## config.mk

```make
export PLATFORM = sky130hd
export DESIGN_NAME = banco_registradores
export DESIGN_NICKNAME = d
export VERILOG_FILES = /design/src/rtl/cpu_pkg.sv /design/src/rtl/regfile_16x16.sv /design/src/rtl/banco_registradores.sv
export SDC_FILE = /design/constraint.sdc
export NUM_CORES = 1
export LEC_CHECK = 0
export BUFFER_PORTS_ARGS = -buffer_cell sky130_fd_sc_hd__buf_2
export CAP_MARGIN = 20
export CORE_UTILIZATION = 61
export DETAILED_ROUTE_END_ITERATION = 10
export PLACE_DENSITY = 0.9
export SLEW_MARGIN = 20
export SYNTH_ARGS = -nofsm -noshare
export SYNTH_HDL_FRONTEND = slang
export SYNTH_SLANG_ARGS = --single-unit
export TNS_END_PERCENT = 10
```

## constraint.sdc

```tcl
create_clock -name clk -period 15.6 [get_ports clk]
set_input_delay 3.12 -clock clk [delete_from_list [all_inputs] [get_ports clk]]
set_output_delay 3.12 -clock clk [all_outputs]
set_load 0.05 [all_outputs]
```

## src/rtl/cpu_pkg.sv

```systemverilog
// Shared definitions for the mini-CPU datapath: opcodes, instruction field
// positions and the issue/write-back FSM encoding.
package cpu_pkg;

  localparam logic [2:0] OP_LOAD = 3'b000;
  localparam logic [2:0] OP_ADD  = 3'b001;
  localparam logic [2:0] OP_ADDI = 3'b010;
  localparam logic [2:0] OP_SUB  = 3'b011;
  localparam logic [2:0] OP_SUBI = 3'b100;
  localparam logic [2:0] OP_MUL  = 3'b101;

  localparam int INSTR_W  = 18;
  localparam int OP_MSB   = 17;
  localparam int OP_LSB   = 15;
  localparam int DST_MSB  = 14;
  localparam int DST_LSB  = 11;
  localparam int SRC1_MSB = 10;
  localparam int SRC1_LSB = 7;
  localparam int SRC2_MSB = 6;
  localparam int SRC2_LSB = 3;
  localparam int IMM_MSB  = 6;
  localparam int IMM_LSB  = 0;

  typedef enum logic [1:0] {
    ST_IDLE     = 2'd0,
    ST_WAIT_RES = 2'd1,
    ST_ACK      = 2'd2,
    ST_WRITE    = 2'd3
  } state_t;

  // 110 and 111 are the only unassigned encodings.
  function automatic logic op_legal(input logic [2:0] op);
    return (op <= OP_MUL);
  endfunction

endpackage

```

## src/rtl/regfile_16x16.sv

```systemverilog
// 16-entry register file: two operand read ports, one debug read port and a
// single synchronous write port. R0 always reads as zero.
module regfile_16x16 #(
  parameter int WIDTH = 16
) (
  input  logic             clk,
  input  logic             rst,
  input  logic             we,
  input  logic [3:0]       waddr,
  input  logic [WIDTH-1:0] wdata,
  input  logic [3:0]       raddr_a,
  output logic [WIDTH-1:0] rdata_a,
  input  logic [3:0]       raddr_b,
  output logic [WIDTH-1:0] rdata_b,
  input  logic [3:0]       raddr_d,
  output logic [WIDTH-1:0] rdata_d
);

  logic [WIDTH-1:0] regs [16];

  // R0 is never written, so its reset value of zero is permanent.
  always_ff @(posedge clk or posedge rst) begin
    if (rst) begin
      for (int i = 0; i < 16; i++) regs[i] <= '0;
    end else if (we && (waddr != 4'd0)) begin
      regs[waddr] <= wdata;
    end
  end

  assign rdata_a = regs[raddr_a];
  assign rdata_b = regs[raddr_b];
  assign rdata_d = regs[raddr_d];

endmodule

```

## src/rtl/banco_registradores.sv

```systemverilog
// Issue and write-back stage: accepts one instruction, drives operands to the
// ALU, waits for its result (with a watchdog) and writes it back.
module banco_registradores
  import cpu_pkg::*;
#(
  parameter int WIDTH   = 16,
  parameter int TIMEOUT = 255
) (
  input  logic                 clk,
  input  logic                 rst,
  input  logic                 instr_valid,
  output logic                 instr_ready,
  input  logic [INSTR_W-1:0]   instr,
  output logic [2:0]           opcode,
  output logic [WIDTH-1:0]     r2,
  output logic [WIDTH-1:0]     r3,
  output logic [3:0]           D1,
  output logic [6:0]           entrada,
  input  logic                 fimop,
  input  logic [WIDTH-1:0]     saida,
  output logic                 flag_ram,
  input  logic [3:0]           dbg_addr,
  output logic [WIDTH-1:0]     dbg_data,
  output logic [15:0]          retired,
  output logic [1:0]           erro,
  output state_t               dbg_state
);

  localparam logic [7:0] WD_LAST = 8'(TIMEOUT - 1);

  // Handshake: an instruction transfers on a rising edge where instr_valid and
  // instr_ready are both high; instr_valid while instr_ready is low is dropped.
  state_t           state;
  logic [7:0]       wd;
  logic [15:0]      retired_q;
  logic [WIDTH-1:0] rd_a;
  logic [WIDTH-1:0] rd_b;

  regfile_16x16 #(.WIDTH(WIDTH)) u_regfile (
    .clk     (clk),
    .rst     (rst),
    .we      (state == ST_WRITE),
    .waddr   (D1),
    .wdata   (saida),
    .raddr_a (instr[SRC1_MSB:SRC1_LSB]),
    .rdata_a (rd_a),
    .raddr_b (instr[SRC2_MSB:SRC2_LSB]),
    .rdata_b (rd_b),
    .raddr_d (dbg_addr),
    .rdata_d (dbg_data)
  );

  always_ff @(posedge clk or posedge rst) begin
    if (rst) begin
      state     <= ST_IDLE;
      wd        <= '0;
      opcode    <= '0;
      r2        <= '0;
      r3        <= '0;
      D1        <= '0;
      entrada   <= '0;
      flag_ram  <= 1'b0;
      retired_q <= '0;
      erro      <= '0;
    end else begin
      flag_ram <= 1'b0;
      case (state)
        ST_IDLE: begin
          if (instr_valid) begin
            if (op_legal(instr[OP_MSB:OP_LSB])) begin
              opcode  <= instr[OP_MSB:OP_LSB];
              r2      <= rd_a;
              r3      <= rd_b;
              D1      <= instr[DST_MSB:DST_LSB];
              entrada <= instr[IMM_MSB:IMM_LSB];
              wd      <= '0;
              state   <= ST_WAIT_RES;
            end else begin
              erro[1] <= 1'b1;
            end
          end
        end
        ST_WAIT_RES: begin
          // A result arriving on the expiry edge still wins over the abort.
          if (fimop) begin
            flag_ram <= 1'b1;
            state    <= ST_ACK;
          end else if (wd == WD_LAST) begin
            erro[0] <= 1'b1;
            state   <= ST_IDLE;
          end else begin
            wd <= wd + 8'd1;
          end
        end
        ST_ACK: begin
          state <= ST_WRITE;
        end
        ST_WRITE: begin
          retired_q <= retired_q + 16'd1;
          state     <= ST_IDLE;
        end
        default: state <= ST_IDLE;
      endcase
    end
  end

  assign instr_ready = (state == ST_IDLE);
  assign retired     = retired_q;
  assign dbg_state   = state;

endmodule

```

==> results.py <==
metrics = {
    "status": {
        "outcome": "completed",
    },
    "setup_path": {
        "crit_type": "in -> out",
        "path_cells": "buf_4 -> buf_4 -> mux4_2 -> mux4_2 -> buf_2",
        "crit_end": "dbg_data[15]",
        "slowest_stage": "buf_4",
        "cp.required_ns": 12.48,
        "cp-end-kind": "output pin",
        "startpoint": "dbg_addr[0]",
        "cp-start-kind": "primary input",
        "ff2ff_path_depth": 4,
        "arrival_ns": 5.66,
        "reg2reg_slack_ns": 12.96,
        "crit_path_max_fanout": 38,
        "r2r-end": "r3[11]$_DFFE_PP0P_",
        "max_stage_delay_ns": 0.70,
    },
    "global_route": {
        "gr-total-overflow": 0,
        "grt_pass1_wl_mm": 77.7,
        "grt_pass1_vias": 13400,
        "grt_usage_pct": 33.3,
        "antenna_found_initial": 2,
        "grt_max_degree": 106,
    },
    "min_path": {
        "hold_class": "reg -> reg",
        "hp-start": "u_regfile.regs[246]$_DFFE_PP0P_",
    },
    "power_and_ir_drop": {
        "netSwitchingPower_uw": 1280,
        "p_leak_uw": 0.00915,
        "pwr-share-comb_pct": 35.5,
        "peakVddDrop_v": 0.0000864,
        "swShare_pct": 36.9,
        "p_int_uw": 2180,
        "p_per_area_nw_per_um2": 170,
        "power.total_uw": 3460,
        "pwr-share-seq_pct": 41.8,
        "clockPowerShare_pct": 22.7,
    },
    "clock_network": {
        "clk_latency_ns": 0.52,
        "cts.sinks": 331,
        "clkTransAtPathRegs_ns": 0.06,
        "tritoncts.num_buffers": 34,
        "cts_setup_buffers": 0,
        "cts-root-buf": "clkbuf_16",
        "clockBufferDepth": 3,
        "cts_tree": "done",
        "cts_max_level": 2,
        "cts_hold_buf": 0,
        "cts-resized-gates": 0,
    },
    "timing": {
        "tns_ns": 0,
        "finClkSkew_ns": 0.0135,
        "rsz0062_at_grt": "false",
        "timing.fmax_ghz": 0.114,
        "final-hold-violation-count": 0,
        "max-slew-margin-rel_pct": 25.0,
        "fin_crit_sh_pct": 56.3,
        "period_needed_ns": 8.78,
        "setup_viol": 0,
        "setup_slack_ns": 6.82,
        "finalMaxSlewViolations": 0,
        "worst_pin_slew_ns": 1.12,
    },
    "yosys": {
        "yosysWarningCount": 0,
        "async_flop_share_pct": 100,
        "ys_seq_area_share_pct": 44.7,
        "syn_nets": 1301,
        "synth_edf_count": 0,
        "ys_seq_elements": 331,
        "synth_cell_types": 53,
        "post_synth_inst_count": 1256,
        "netlist_area_sq_um": 18500,
        "ys.flop_type": "dfrtp_1",
        "postSynthAreaPerCell_sq_um": 14.8,
    },
    "job": {
        "maxCapViolations": 0,
    },
    "drt": {
        "dr.max_layer_used": "met4",
        "drc": 0,
        "first_pass_iters": 5,
        "wl_met1_mm": 17.9,
        "wl_met3_mm": 5.75,
        "drt-initial-drc-count": 1638,
        "wl_per_cell_um": 28.6,
        "vias": 12700,
        "wl_met2_mm": 22.8,
        "wirelength_mm": 49.6,
        "avgViaCountPerCell": 7.35,
        "final_antenna_net_count": 0,
    },
    "place": {
        "port_buffers": 125,
        "routabilityCongestion": 0.881,
        "dp_hpwl_mm": 29.4,
        "dp_slack_ns": 6.80,
    },
    "floorplan": {
        "initial_core_util_pct": 62.2,
        "die-area_sq_um": 31100,
        "die_h_um": 176,
        "die_x_um": 176,
        "core_sq_um": 29800,
        "ioPinCount": 126,
        "fp-row-count": 63,
    },
    "finish": {
        "layout-drive-gt1-share_pct": 49.8,
        "fin_nets": 1362,
        "area_growth_pct": 9.57,
    },
}
-- cell families after synthesis --
logic type               share of synthesized area (%)
flip-flops                                        44.7
XOR/XNOR                                         0.709
AND/OR/NAND/NOR                                   6.12
adder cells (fa/ha/maj)                          0.202
buffers and inverters                             3.66
multiplexers                                      40.5
AO/OA/AOI/OAI                                     4.14
-- per-stage QoR --
| step | cells | hold slack (ns) | util [%] | area, sq um |
|---|---|---|---|---|
| after detailed placement | 1670 | 0.408 | 64.5 | 19200 |
| after floorplan | 1256 | 0.458 | - | 18500 |
| after global placement | 1670 | 0.403 | 64.5 | 19200 |
| final | 1731 | 0.425 | 68.2 | 20300 |
| after global routing | 1730 | 0.437 | 68.2 | 20300 |
| after CTS | 1728 | 0.420 | 68.1 | 20300 |
-- per-layer routing --
layer  GRT usage (%)  vias up
met2            50.7     1013
met1            43.9     6498
met4            20.0        0
met5               0        -
li1                -     4991
met3            8.03      229
-- cell type report --
cell class              count  area [sq um]
clock inverters            10          61.3
diodes                      2          5.00
inverters                   4          22.5
clock buffers              48           997
flip-flops and latches    331          8280
repair buffers            152           855
multi-input cells         794          9600
fillers                  1890          9480
well taps                 390           488
-- state kept, by name, indices dropped and copies added (netlist names), named ones only --
name and flops:
erro 2, opcode 3, r2 16, dbg_state 1, entrada 7, D1 4
u_regfile.regs 256, retired 16, flag_ram 1, r3 16, wd 8
-- layout by cell type, fill, tap and decap left out, types with 11 or more instances in the layout --
| cell type | instances |
|---|---|
| clkbuf_16 | 37 |
| a21oi_1 | 11 |
| buf_4 | 29 |
| mux2_2 | 214 |
| mux4_2 | 201 |
| dfrtp_1 | 331 |
| a221o_1 | 28 |
| nand2b_1 | 32 |
| mux2i_1 | 18 |
| a22o_1 | 27 |
| mux2_4 | 26 |
| buf_2 | 121 |
| nor2_1 | 16 |
| nand2_1 | 105 |
-- cells in the mapped netlist (2+ instances only) --
| cell | count | area (sq um) |
|---|---|---|
| nand3_1 | 9 | 45.0 |
| xor2_1 | 6 | 52.6 |
| nand4_1 | 7 | 43.8 |
| o31ai_1 | 7 | 52.6 |
| clkbuf_1 | 55 | 206 |
| a21o_1 | 3 | 22.5 |
| or3_1 | 3 | 18.8 |
| inv_1 | 4 | 15.0 |
| buf_2 | 45 | 225 |
| buf_1 | 6 | 22.5 |
| mux2i_1 | 18 | 180 |
| nand2b_1 | 32 | 200 |
| or4_1 | 5 | 37.5 |
| xnor2_1 | 9 | 78.8 |
| dfrtp_1 | 331 | 8280 |
| buf_12 | 2 | 40.0 |
| a22o_1 | 27 | 236 |
| nand2_1 | 106 | 398 |
| o22ai_1 | 6 | 37.5 |
| mux2_2 | 214 | 2410 |
| ha_1 | 3 | 37.5 |
| mux4_2 | 201 | 4530 |
| nor2_1 | 16 | 60.1 |
| nor3_1 | 9 | 45.0 |
| nor3b_1 | 3 | 22.5 |
| a221o_1 | 28 | 280 |
| buf_6 | 8 | 90.1 |
| a21oi_1 | 11 | 55.1 |
| o21ai_0 | 6 | 30.0 |
| mux2_4 | 26 | 390 |
| buf_4 | 10 | 75.1 |
| nand3b_1 | 3 | 22.5 |
| nor2_2 | 9 | 56.3 |
| a22oi_1 | 3 | 22.5 |
| and3_1 | 7 | 43.8 |
-- worst min path at each step --
stage | slack, ns | cells past startpoint | to
after global routing | 0.44 | 0 | u_regfile.regs[254]$_DFFE_PP0P_
final | 0.42 | 0 | u_regfile.regs[246]$_DFFE_PP0P_
after floorplan | 0.46 | 1 | u_regfile.regs[240]$_DFFE_PP0P_
after detailed placement | 0.41 | 0 | u_regfile.regs[254]$_DFFE_PP0P_
after global placement | 0.40 | 0 | u_regfile.regs[240]$_DFFE_PP0P_
after CTS | 0.42 | 0 | u_regfile.regs[246]$_DFFE_PP0P_
-- critical path, delay by kind of cell --
family	cells	cell delay, ns
buf+inv	3	1.37
mux	2	1.13
-- power by group through the flow --
stage | registers [uW] | clock network (uW) | logic (uW)
final | 1450 | 786 | 1230
after global routing | 1470 | 826 | 1300
after CTS | 1430 | 790 | 1230
after detailed placement | 1430 | 0 | 1220
after global placement | 1410 | 0 | 1170
after floorplan | 1530 | 0 | 810
Power figures use the tool's default switching activity.
